`src/rtl/game_pkg.sv`:
```
// Shared constants for the memory-game level controller.
//   - FSM state codes, also driven out on the state port.
//   - Feedback tap mask for the 16-bit Fibonacci LFSR (taps 16,14,13,11).
package game_pkg;

    localparam logic [2:0] StIdle  = 3'd0;
    localparam logic [2:0] StGreet = 3'd1;
    localparam logic [2:0] StShow  = 3'd2;
    localparam logic [2:0] StInput = 3'd3;
    localparam logic [2:0] StJudge = 3'd4;
    localparam logic [2:0] StWin   = 3'd5;
    localparam logic [2:0] StLose  = 3'd6;

    // Taps 16,14,13,11 (1-based) map to bits 15,13,12,10 of a left-shifting register.
    localparam logic [15:0] LfsrTaps = 16'hB400;

endpackage

```
`src/rtl/game_lfsr.sv`:
```
// 16-bit Fibonacci LFSR, free-running every clock.
//   clk  : clock
//   rst  : synchronous active-low reset, loads seed
//   seed : reset value (must be nonzero)
//   q    : current register contents
module game_lfsr
    import game_pkg::*;
(
    input  logic        clk,
    input  logic        rst,
    input  logic [15:0] seed,
    output logic [15:0] q
);

    logic [15:0] r_q;
    logic        w_fb;

    assign w_fb = ^(r_q & LfsrTaps);

    always_ff @(posedge clk) begin
        if (!rst) begin
            r_q <= seed;
        end else begin
            r_q <= {r_q[14:0], w_fb};
        end
    end

    assign q = r_q;

endmodule

```
`src/rtl/game_level_ctrl.sv`:
```
// Memory-game level controller: shows a random target on led, waits for a guess,
// judges it and steps through levels whose target width grows by one bit each.
//   clk, rst       : clock, synchronous active-low reset
//   en             : master enable (0 forces IDLE)
//   start, restart : raw push buttons, acted on at their rising edges
//   guess          : switch value compared against the target
//   led            : masked target while showing, else 0
//   level          : current level (0-based)
//   tries_left     : guesses remaining on the current level
//   state          : FSM state code
//   miss           : one-cycle pulse after a wrong or timed-out guess
//   win, lose      : decoded end states
module game_level_ctrl
    import game_pkg::*;
#(
    parameter int unsigned  NUM_LEVELS     = 3,
    parameter int unsigned  BASE_WIDTH     = 5,
    parameter int unsigned  MAX_TRIES      = 3,
    parameter int unsigned  SHOW_CYCLES    = 50_000_000,
    parameter int unsigned  TIMEOUT_CYCLES = 500_000_000,
    parameter logic [15:0]  SEED           = 16'hACE1,
    localparam int unsigned MAXW           = BASE_WIDTH + NUM_LEVELS - 1,
    localparam int unsigned LW             = (NUM_LEVELS > 1) ? $clog2(NUM_LEVELS) : 1,
    localparam int unsigned TW             = $clog2(MAX_TRIES + 1)
) (
    input  logic            clk,
    input  logic            rst,
    input  logic            en,
    input  logic            start,
    input  logic            restart,
    input  logic [MAXW-1:0] guess,
    output logic [MAXW-1:0] led,
    output logic [LW-1:0]   level,
    output logic [TW-1:0]   tries_left,
    output logic [2:0]      state,
    output logic            miss,
    output logic            win,
    output logic            lose
);

    localparam int unsigned CntMax = (SHOW_CYCLES > TIMEOUT_CYCLES) ? SHOW_CYCLES : TIMEOUT_CYCLES;
    localparam int unsigned CW     = $clog2(CntMax + 1);

    logic            r_start_q, r_restart_q;
    logic            w_start_edge, w_restart_edge, w_restart_ok;
    logic [2:0]      r_state, w_state_d;
    logic [LW-1:0]   r_level, w_level_d;
    logic [TW-1:0]   r_tries, w_tries_d;
    logic [CW-1:0]   r_timer, w_timer_d;
    logic [MAXW-1:0] r_target, w_target_d;
    logic            r_forced, w_forced_d;
    logic            r_miss, w_miss_d;
    logic            w_hit;
    logic [15:0]     w_lfsr;
    logic            w_unused_lfsr;

    game_lfsr u_lfsr (
        .clk  (clk),
        .rst  (rst),
        .seed (SEED),
        .q    (w_lfsr)
    );

    assign w_unused_lfsr = ^w_lfsr[15:MAXW];

    // Bits [BASE_WIDTH+lvl-1:0] are live at level lvl.
    function automatic logic [MAXW-1:0] level_mask(input logic [LW-1:0] lvl);
        logic [MAXW-1:0] m;
        for (int unsigned i = 0; i < MAXW; i++) begin
            m[i] = (i < BASE_WIDTH + 32'(lvl));
        end
        return m;
    endfunction

    // An all-zero live field would be unguessable as "lit"; invert to guarantee nonzero.
    function automatic logic [MAXW-1:0] pick_target(input logic [MAXW-1:0] raw,
                                                    input logic [LW-1:0]   lvl);
        return ((raw & level_mask(lvl)) == '0) ? ~raw : raw;
    endfunction

    assign w_start_edge   = start & ~r_start_q;
    assign w_restart_edge = restart & ~r_restart_q;
    assign w_restart_ok   = (r_state == StGreet) || (r_state == StShow) || (r_state == StInput) ||
                            (r_state == StWin) || (r_state == StLose);
    assign w_hit          = !r_forced && (((guess ^ r_target) & level_mask(r_level)) == '0);

    always_comb begin
        w_state_d  = r_state;
        w_level_d  = r_level;
        w_tries_d  = r_tries;
        w_timer_d  = r_timer;
        w_target_d = r_target;
        w_forced_d = r_forced;
        w_miss_d   = 1'b0;

        if (!en) begin
            w_state_d = StIdle;
        end else if ((w_restart_edge && w_restart_ok) ||
                     (r_state == StGreet && w_start_edge)) begin
            w_state_d  = StShow;
            w_level_d  = '0;
            w_tries_d  = TW'(MAX_TRIES);
            w_target_d = pick_target(w_lfsr[MAXW-1:0], '0);
            w_timer_d  = CW'(SHOW_CYCLES - 1);
        end else begin
            case (r_state)
                StIdle: w_state_d = StGreet;
                StShow: begin
                    if (r_timer == '0) begin
                        w_state_d = StInput;
                        w_timer_d = CW'(TIMEOUT_CYCLES - 1);
                    end else begin
                        w_timer_d = r_timer - CW'(1);
                    end
                end
                StInput: begin
                    if (w_start_edge) begin
                        w_state_d  = StJudge;
                        w_forced_d = 1'b0;
                    end else if (r_timer == '0) begin
                        w_state_d  = StJudge;
                        w_forced_d = 1'b1;
                    end else begin
                        w_timer_d = r_timer - CW'(1);
                    end
                end
                StJudge: begin
                    if (w_hit) begin
                        if (r_level == LW'(NUM_LEVELS - 1)) begin
                            w_state_d = StWin;
                        end else begin
                            w_state_d  = StShow;
                            w_level_d  = r_level + LW'(1);
                            w_tries_d  = TW'(MAX_TRIES);
                            w_target_d = pick_target(w_lfsr[MAXW-1:0], r_level + LW'(1));
                            w_timer_d  = CW'(SHOW_CYCLES - 1);
                        end
                    end else begin
                        w_miss_d  = 1'b1;
                        w_tries_d = r_tries - TW'(1);
                        if (r_tries == TW'(1)) begin
                            w_state_d = StLose;
                        end else begin
                            w_state_d = StShow;
                            w_timer_d = CW'(SHOW_CYCLES - 1);
                        end
                    end
                end
                StGreet, StWin, StLose: w_state_d = r_state;
                default: w_state_d = StIdle;
            endcase
        end
    end

    always_ff @(posedge clk) begin
        if (!rst) begin
            r_start_q   <= 1'b0;
            r_restart_q <= 1'b0;
            r_state     <= StIdle;
            r_level     <= '0;
            r_tries     <= TW'(MAX_TRIES);
            r_timer     <= '0;
            r_target    <= '0;
            r_forced    <= 1'b0;
            r_miss      <= 1'b0;
        end else begin
            r_start_q   <= start;
            r_restart_q <= restart;
            r_state     <= w_state_d;
            r_level     <= w_level_d;
            r_tries     <= w_tries_d;
            r_timer     <= w_timer_d;
            r_target    <= w_target_d;
            r_forced    <= w_forced_d;
            r_miss      <= w_miss_d;
        end
    end

    assign led        = (r_state == StShow) ? (r_target & level_mask(r_level)) : '0;
    assign level      = r_level;
    assign tries_left = r_tries;
    assign state      = r_state;
    assign miss       = r_miss;
    assign win        = (r_state == StWin);
    assign lose       = (r_state == StLose);

endmodule

```
`config.mk`:
```
export PLATFORM = sky130hd
export DESIGN_NAME = game_level_ctrl
export DESIGN_NICKNAME = d
export VERILOG_FILES = /design/src/rtl/game_pkg.sv /design/src/rtl/game_lfsr.sv /design/src/rtl/game_level_ctrl.sv
export SDC_FILE = /design/constraint.sdc
export NUM_CORES = 1
export LEC_CHECK = 0
export CAP_MARGIN = 30
export CORE_UTILIZATION = 40
export DETAILED_ROUTE_END_ITERATION = 10
export PLACE_DENSITY = 0.67
export RECOVER_POWER = 100
export SLEW_MARGIN = 5
export SYNTH_ARGS = -nofsm -noshare
export SYNTH_HDL_FRONTEND = slang
export SYNTH_HIERARCHICAL = 1
export SYNTH_SLANG_ARGS = --single-unit
```
`constraint.sdc`:
```
create_clock -name clk -period 2.84 [get_ports clk]
set_clock_uncertainty 0.15 [all_clocks]
set_input_delay 0.568 -clock clk [delete_from_list [all_inputs] [get_ports clk]]
set_output_delay 0.568 -clock clk [all_outputs]
set_load 0.005 [all_outputs]
```
==> run_results.csv, run 1 <==
group,metric,value,unit
layout,n_fill_cell,833,
detailed_routing,via_per_inst,5.87,
floorplan,initial_core_util,0.420,
power_and_ir_drop,power.density,622,nW/um2
layout,drive_above_1_share,0.171,
sta,hold_viol_final,0,
global_route,track_usage,0.208,
logic_synthesis,syn_area_per_cell,8.51,um2
logic_synthesis,ys_ff_latch,63,
cts,ctsHoldBuffers,0,
logic_synthesis,synthesis.area,3720,um2
sta,relSlewSlack,0.330,
cts,cts.sinks,63,
global_route,grt_max_degree,24,
layout,antenna_cells,0,
place,hpwl,7110,um
floorplan,die_w,98.4,um
setup_path,crit_arrival,2820,ps
sta,slew_violations,0,
detailed_routing,wl_per_cell,15.8,um
global_route,antenna_found_initial,0,
detailed_routing,routed_wl,9820,um
min_path,hold_depth,1,
setup_path,worstReg2RegStart,"level[0]$_SDFFE_PN0P_",
logic_synthesis,synthCells,437,
detailed_routing,drc,3,
sta,max_freq,0.367,GHz
detailed_routing,drtIter0Drc,213,
setup_path,reg2reg_depth,9,
cts,clk_latency,340,ps
min_path,hold_path.startpoint,"u_lfsr/q[11]$_DFF_P_",
setup_path,cp_num_cells,9,
setup_path,crit_path_top_delay_cell,"or4b_1",
layout,syn_to_final_growth,22.0,%
layout,layout.nets,529,
power_and_ir_drop,power,2820,uW
power_and_ir_drop,irDropWorstVdd,0.308,mV
sta,setup_tns,0,ps
cts,htreeDepth,3,
layout,fin_area,4540,um2
job,maxCapViolations,0,
setup_path,cp.required,2930,ps
floorplan,die_area,9690,um2
logic_synthesis,synth_seq_area_share,0.339,
global_route,grt_pass1_wl,16500,um
setup_path,reg2reg_to,"r_timer[8]$_SDFFE_PN0P_",
detailed_routing,postRouteAntennaNets,0,
detailed_routing,drt_first_pass_iters,10,
setup_path,rrSetupSlack,120,ps
sta,worst_pin_slew,1000,ps
place,portBuffers,28,
sta,setup-violations-final,0,
setup_path,crit_buf_inv,2,
logic_synthesis,ys_warn_count,6,
min_path,whs_endpoint,"u_lfsr/q[12]$_DFF_P_",
place,place_area,4370,um2
global_route,grt_pass1_vias,3464,
setup_path,crit_start,"level[0]$_SDFFE_PN0P_",
setup_path,cpPeakStageDelay,530,ps
status,outcome,"finished, violations left",
status,violations,"DRC",
sta,min_period,2720,ps
logic_synthesis,synth-edff-count,0,
sta,period_share,0.959,
logic_synthesis,synthDistinctLibCells,70,
floorplan,die_y,98.4,um
global_route,grt-ovfl-total,0,
floorplan,pin_count,29,
setup_path,critPathLaunchType,"flip-flop",
logic_synthesis,ys.flop_type,"dfxtp_1",
detailed_routing,via_count,3656,
setup_path,endpoint_kind,"flip-flop",
place,gp_congestion,0.892,
setup_path,cpLargestDelayFamily,"simple AND/OR/NAND/NOR gates",
setup_path,path_cells,"inv_1 -> ha_1 -> or2_0 -> a211o_1 -> or4b_1 -> a21oi_1 -> buf_4 -> nor2_1 -> a311oi_1",
cts,root_buffer,"clkbuf_8",
cts,numCtsBuffers,9,
floorplan,coreArea,8850,um2
cts,clk_path_buf_depth,2,
min_path,hp-class,"reg2reg",
cts,cts_tree,"built",
sta,rsz0062_at_grt,"true",
floorplan,rows,34,
power_and_ir_drop,total_leakage_power,0.00177,uW
setup_path,crit_fanout,10,
logic_synthesis,async_flop_share,0,
setup_path,critical_path_class,"reg2reg",
cts,clk_pin_slew,80,ps
where the power goes:
group	total, uW	internal (uW)	switching, uW
combinational	896	379	518
clock	899	505	394
sequential	1030	950	76.1
kinds of logic (layout without fill, tap and decap cells):
kind of cell               count (synthesis)  count (layout)  synth area share
DFF                                       63              63             0.339
adders and majority gates                  7               7            0.0236
xor gates and xnor gates                  12              12            0.0283
and+or+nand+nor                          183             183             0.283
other                                      2              16           0.00202
buffers and inverters                     37             101            0.0522
muxes                                     15              15            0.0535
AOI/OAI and AO/OA                        118             118             0.218
stage by stage:
step | setup slack, ps | utilization | hold WS [ps] | instances
4_1_cts | 10.6 | 0.519 | 319 | 623
3_3_place_gp | -69.6 | 0.493 | 285 | 607
5_1_grt | -76.0 | 0.513 | 316 | 623
3_5_place_dp | -150 | 0.493 | 299 | 607
2_1_floorplan | 234 | - | 283 | 451
6_report | 116 | 0.513 | 302 | 623
worst register-to-register path, stage by stage, from the launching register on:
cell and delay [ps]:
dfxtp_2 370, inv_1 80, ha_1 210, or2_0 240, a211o_1 300, or4b_1 530, a21oi_1 170, buf_4 200
nor2_1 100, a311oi_1 270
cells in the final DEF, fill, tap and decap left out, drive strengths merged, types with 4 or more instances in the layout:
| cell | Yosys | layout |
|---|---|---|
| nand3 | 12 | 12 |
| nand2b | 4 | 4 |
| clkbuf | 11 | 17 |
| or2 | 4 | 4 |
| o21ai | 15 | 15 |
| and2 | 12 | 12 |
| a31oi | 14 | 14 |
| clkdlybuf4s50 | 0 | 17 |
| nor2b | 7 | 7 |
| conb | 2 | 16 |
| xnor2 | 8 | 8 |
| buf | 13 | 37 |
| nor4 | 13 | 13 |
| nor3 | 43 | 43 |
| a311oi | 8 | 8 |
| o31ai | 5 | 5 |
| mux2 | 15 | 15 |
| ha | 7 | 7 |
| nand4 | 9 | 9 |
| nor3b | 4 | 4 |
| nor2 | 33 | 33 |
| dlygate4sd3 | 0 | 10 |
| a211oi | 5 | 5 |
| nand2 | 18 | 18 |
| or4 | 6 | 6 |
| inv | 13 | 15 |
| a21oi | 34 | 34 |
| dfxtp | 63 | 63 |
| o221a | 6 | 6 |
| xor2 | 4 | 4 |
how the worst max path moves through the flow:
stage	endpoint	slack, ps
6_report	r_timer[8]$_SDFFE_PN0P_	120
5_1_grt	r_timer[8]$_SDFFE_PN0P_	-80
4_1_cts	r_timer[8]$_SDFFE_PN0P_	10
3_5_place_dp	r_timer[8]$_SDFFE_PN0P_	-150
3_3_place_gp	r_timer[18]$_SDFFE_PN0P_	-70
2_1_floorplan	r_timer[16]$_SDFFE_PN0P_	230
final cells by class:
class,count,area [um2],share of cell area
clock buffers,9,124,0.0273
inverters,13,48.8,0.0108
repair buffers,72,582,0.128
multi-input cells,351,2280,0.502
well taps,108,135,0.0298
clock inverters,7,104,0.0229
flip-flops and latches,63,1260,0.279
synth_stat cells, drive strengths merged (4+ instances only):
cell | n | area, um2
nand2 | 18 | 67.6
mux2 | 15 | 199
xor2 | 4 | 35.0
nor3b | 4 | 30.0
a311oi | 8 | 70.1
a211oi | 5 | 37.5
nor2 | 33 | 126
or4 | 6 | 50.1
nor4 | 13 | 124
ha | 7 | 87.6
o221a | 6 | 67.6
o31ai | 5 | 37.5
inv | 13 | 48.8
and2 | 12 | 75.1
a31oi | 14 | 87.6
buf | 13 | 103
dfxtp | 63 | 1260
a21oi | 34 | 170
or2 | 4 | 25.0
nand2b | 4 | 25.0
nand4 | 9 | 56.3
xnor2 | 8 | 70.1
nor2b | 7 | 43.8
o21ai | 15 | 75.1
clkbuf | 11 | 42.5
nand3 | 12 | 60.1
nor3 | 43 | 226
repair_timing:
| action | in CTS | in global routing |
|---|---|---|
| setup endpoints to repair | 0 | 27 |
| setup buffers | 0 | 0 |
| resized for setup | 0 | 2 |
per-layer routing:
layer  share of wire  global-route usage  up-vias  wire length [um]
met4           0.015              0.0574        0               150
met3           0.057              0.0362       14               559
met2            0.46               0.335      138              4480
li1                -                   -     1783                 -
met5               0                   0        -                 0
met1            0.47               0.288     1721              4630
state kept, by name (all words and copies together) (netlist names):
signal       count
miss             1
r_start_q        1
state            3
level            2
u_lfsr/q        16
r_restart_q      1
r_target         7
r_timer         29
tries_left       2
r_forced         1
(Power assumes the default switching activity.)
==> run 2, diff against run 1 <==
Settings changed: CORE_MARGIN set to 5.
==> run_results.csv, run 2 (synthesis results as in run 1) <==
group,metric,value,unit
status,outcome,"finished clean",
global_route,antenna_found_initial,0,
cts,root_buffer,"clkbuf_8",
power_and_ir_drop,irDropWorstVdd,0.301,mV
power_and_ir_drop,total_leakage_power,0.00177,uW
place,gp_congestion,0.911,
cts,ctsHoldBuffers,0,
place,hpwl,7330,um
detailed_routing,drt_first_pass_iters,5,
place,portBuffers,28,
min_path,hp-class,"reg2reg",
detailed_routing,via_count,3721,
layout,final_cell_mix,"63 x dfxtp_1, 41 x nor3_1, 36 x buf_4, 34 x a21oi_1, 32 x nor2_1",
min_path,whs_endpoint,"u_lfsr/q[9]$_DFF_P_",
setup_path,crit_fanout,8,
detailed_routing,via_per_inst,5.93,
sta,fin_ws,147,ps
detailed_routing,routed_wl,10300,um
setup_path,critPathLaunchType,"primary input",
global_route,grt_max_degree,26,
detailed_routing,drtIter0Drc,221,
floorplan,die_w,106,um
detailed_routing,postRouteAntennaNets,0,
min_path,hold_depth,1,
sta,rsz0062_at_grt,"false",
setup_path,crit_arrival,2780,ps
floorplan,pin_count,29,
sta,slew_violations,0,
sta,holdWs,295,ps
sta,relSlewSlack,0.151,
sta,worst_pin_slew,1270,ps
global_route,grt-ovfl-total,0,
global_route,grt_pass1_wl,17200,um
setup_path,endpoint_kind,"flip-flop",
global_route,grt_pass1_vias,3633,
floorplan,die_area,11300,um2
layout,syn_to_final_growth,22.9,%
layout,layout.nets,530,
sta,setup-violations-final,0,
global_route,track_usage,0.184,
cts,post_cts_buffers,0,
layout,largest_register,"r_timer",
detailed_routing,drc,0,
layout,drive_above_1_share,0.161,
job,maxCapViolations,0,
floorplan,coreArea,9150,um2
setup_path,critical_path_class,"in2reg",
cts,htreeDepth,3,
floorplan,rows,35,
sta,max_freq,0.371,GHz
cts,cts.sinks,63,
cts,clk_path_buf_depth,2,
layout,final_common_cell,"dfxtp_1",
detailed_routing,wl_per_cell,16.4,um
setup_path,rrSetupSlack,170,ps
floorplan,die_y,106,um
place,dp_slack,-123,ps
cts,clk_pin_slew,70,ps
setup_path,worstReg2RegStart,"level[0]$_SDFFE_PN0P_",
cts,cts_tree,"built",
sta,setup_tns,0,ps
sta,min_period,2690,ps
setup_path,reg2reg_depth,8,
layout,antenna_cells,0,
sta,period_share,0.948,
cts,numCtsBuffers,9,
power_and_ir_drop,power.density,634,nW/um2
min_path,hold_path.startpoint,"u_lfsr/q[8]$_DFF_P_",
floorplan,initial_core_util,0.406,
sta,hold_viol_final,0,
layout,largest_register_ffs,29,
power_and_ir_drop,power,2900,uW
cts,clk_latency,350,ps
setup_path,cp.required,2930,ps
setup_path,reg2reg_to,"r_timer[16]$_SDFFE_PN0P_",
[run 2: cell count changes in the layout (fill, tap and decap cells not counted), moves of 2 or more]
| cell | delta |
|---|---|
| and2_0 | +2 |
| dfxtp_1 | +2 |
| clkbuf_1 | +5 |
| and2_1 | -2 |
| clkbuf_4 | +2 |
| inv_6 | -2 |
| dfxtp_2 | -2 |
| clkinv_4 | -2 |
| nor3_4 | +2 |
| clkbuf_2 | -3 |
[run 2: cell type report]
type	instances	area [um2]
clock inverter	5	106
inverter	13	48.8
tap	111	139
timing repair buffer	73	586
sequential	63	1260
clock buffer	11	131
multi-input combinational	351	2300
fill	884	4580
[run 2: worst max-delay path by stage]
| stage | startpoint | to | slack (ps) | cells after the start |
|---|---|---|---|---|
| after global placement | restart | r_timer[13]$_SDFFE_PN0P_ | -60 | 8 |
| final | restart | r_timer[16]$_SDFFE_PN0P_ | 150 | 8 |
| after detailed placement | guess[6] | r_timer[8]$_SDFFE_PN0P_ | -120 | 8 |
| after global routing | level[0]$_SDFFE_PN0P_ | r_timer[24]$_SDFFE_PN0P_ | 20 | 10 |
| after floorplan | level[0]$_SDFFE_PN0P_ | r_timer[16]$_SDFFE_PN0P_ | 230 | 9 |
| after CTS | state[0]$_SDFFE_PP0P_ | led[5] | 100 | 3 |
[run 2: through the flow]
stage                     std cells   util  instance area (um2)
after floorplan                 451      -                 3770
after global placement          611  0.478                 4380
after detailed placement        611  0.478                 4380
after CTS                       627  0.505                 4620
after global routing            627  0.499                 4570
final                           627  0.499                 4570
[run 2: worst max-delay path, stage by stage]
cell           delay [ps]
dlygate4sd3_1         580
and2b_1               210
o21ai_0               130
a221oi_1              370
buf_4                 180
and2_0                140
nand2_1               240
o221a_2               370
[run 2: routing by layer]
metal	global-route usage	share of wire
met5	0	0
met4	0.0813	0.034
met3	0.0449	0.063
met2	0.303	0.47
met1	0.229	0.43
[run 2: where the power goes]
group	total (uW)	switching, uW	internal [uW]
combinational	916	531	385
sequential	1020	74.1	950
clock	958	373	585
[run 2: what timing repair did]
item                                    CTS  global route
endpoints found under the setup margin    7             4
pin swaps                                 0             0
gates resized for setup                   1             1
endpoints found under the hold margin     0             0
==> run 3, diff against run 2 <==
Settings changed: PLACE_DENSITY 0.67 to 0.69.
Clock period 2.84 ns to 2.4 ns, I/O delays scaled along.
==> run_results.csv, run 3 (synthesis results as in run 1) <==
group,metric,value,unit
status,outcome,"finished, violations left",
status,violations,"setup timing",
setup_path,crit_arrival,2610,ps
floorplan,initial_core_util,0.406,
cts,clk_latency,350,ps
setup_path,critical_path_class,"reg2reg",
cts,clk_pin_slew,80,ps
detailed_routing,via_per_inst,5.95,
setup_path,rrSetupSlack,-130,ps
power_and_ir_drop,pwr-share-seq,0.359,
place,portBuffers,28,
sta,slew_violations,0,
layout,final_util,0.552,
global_route,antenna_found_initial,0,
detailed_routing,postRouteAntennaNets,0,
power_and_ir_drop,p_int,2080,uW
job,maxCapViolations,0,
place,dp_slack,-478,ps
detailed_routing,wl_per_cell,16.8,um
layout,final_common_cell,"buf_4",
detailed_routing,via_count,3936,
min_path,hold_depth,1,
global_route,grt_pass1_vias,3929,
cts,cts_tree,"built",
layout,stdcell_count,662,
layout,layout.nets,565,
place,placed_cells,641,
sta,fin_ws,-132,ps
sta,relSlewSlack,0.621,
cts,htreeDepth,3,
setup_path,endpoint_kind,"flip-flop",
sta,rsz0062_at_grt,"true",
min_path,whs_endpoint,"u_lfsr/q[10]$_DFF_P_",
setup_path,reg2reg_depth,9,
floorplan,die_area,11300,um2
setup_path,critPathLaunchType,"flip-flop",
floorplan,die_y,106,um
setup_path,reg2reg_to,"r_timer[23]$_SDFFE_PN0P_",
layout,antenna_cells,0,
power_and_ir_drop,power_frac_clock,0.259,
setup_path,cp.required,2480,ps
cts,clk_path_buf_depth,2,
layout,largest_register_ffs,29,
power_and_ir_drop,power.net_switching,1270,uW
detailed_routing,drc,0,
detailed_routing,drt_first_pass_iters,7,
sta,period_share,1.06,
sta,setup-violations-final,32,
sta,hold_viol_final,0,
layout,largest_register,"r_timer",
power_and_ir_drop,total_leakage_power,0.00203,uW
sta,min_period,2530,ps
setup_path,crit_fanout,6,
min_path,hold_path.startpoint,"u_lfsr/q[9]$_DFF_P_",
floorplan,die_w,106,um
setup_path,worstReg2RegStart,"level[0]$_SDFFE_PN0P_",
power_and_ir_drop,swShare,0.379,
cts,cts.sinks,63,
detailed_routing,drtIter0Drc,210,
place,hpwl,7740,um
min_path,hp-class,"reg2reg",
layout,final_cell_mix,"67 x buf_4, 60 x dfxtp_1, 36 x nor3_1, 30 x nor2_1, 25 x a21oi_1",
sta,max_freq,0.395,GHz
layout,drive_above_1_share,0.301,
power_and_ir_drop,power_frac_comb,0.382,
cts,ctsHoldBuffers,0,
floorplan,coreArea,9150,um2
cts,root_buffer,"clkbuf_8",
cts,numCtsBuffers,9,
power_and_ir_drop,irDropWorstVdd,0.276,mV
global_route,track_usage,0.193,
place,gp_congestion,0.953,
detailed_routing,routed_wl,11100,um
power_and_ir_drop,power.density,664,nW/um2
sta,worst_pin_slew,569,ps
floorplan,rows,35,
global_route,grt_max_degree,24,
floorplan,pin_count,29,
layout,syn_to_final_growth,35.9,%
sta,setup_tns,-1890,ps
global_route,grt_pass1_wl,18000,um
global_route,grt-ovfl-total,0,
==> run 3: worst max-delay path, stage by stage (launching register included) <==
cell	delay (ps)
dfxtp_2	350
inv_2	50
ha_4	150
or2_4	230
a211o_1	300
or4b_4	540
a21o_4	280
buf_8	150
a31oi_1	140
a311oi_1	70
==> run 3: repair_timing <==
action | CTS | global route
resized for setup | 17 | 50
buffers inserted | 2 | 2
hold endpoints to repair | 0 | 0
pin swaps | 0 | 11
endpoints found under the setup margin | 36 | 42
gates cloned | 0 | 2
==> run 3: worst max path at each step <==
stage,from,end,slack (ps),depth (start not counted)
finish,level[0]$_SDFFE_PN0P_,r_timer[23]$_SDFFE_PN0P_,-130,9
global route,level[0]$_SDFFE_PN0P_,r_timer[23]$_SDFFE_PN0P_,-180,9
CTS,level[0]$_SDFFE_PN0P_,r_timer[11]$_SDFFE_PN0P_,-100,9
detailed placement,guess[1],r_timer[28]$_SDFFE_PN0P_,-480,9
global placement,guess[6],r_timer[22]$_SDFFE_PN0P_,-380,8
floorplan,level[0]$_SDFFE_PN0P_,r_timer[16]$_SDFFE_PN0P_,-20,9
==> run 3: area by class of cell <==
cell class	instances	area, um2
Fill cell	830	4100
Sequential cell	63	1270
Timing Repair Buffer	108	903
Clock buffer	9	124
Inverter	13	48.8
Tap cell	111	139
Multi-Input combinational cell	351	2520
Clock inverter	7	56.3
==> run 3: layer usage <==
layer / wire length [um] / global-route usage / up-vias
li1: - / - / 1868
met4: 295 / 0.0749 / 0
met2: 5500 / 0.335 / 157
met5: 0 / 0 / -
met1: 4560 / 0.230 / 1873
met3: 768 / 0.0474 / 38
==> run 3: power groups by stage <==
stage | clock [uW] | combinational [uW] | sequential [uW]
floorplan | 0 | 776 | 1210
global placement | 0 | 1180 | 1220
detailed placement | 0 | 1200 | 1220
CTS | 881 | 1220 | 1200
global route | 927 | 1390 | 1220
finish | 868 | 1280 | 1210
==> run 3: per-stage QoR <==
stage	hold slack, ps	cell area (um2)	power, uW
after CTS	311	4860	3310
after global routing	317	5050	3540
after floorplan	283	3800	1980
final	302	5050	3360
after global placement	287	4650	2400
after detailed placement	296	4650	2430
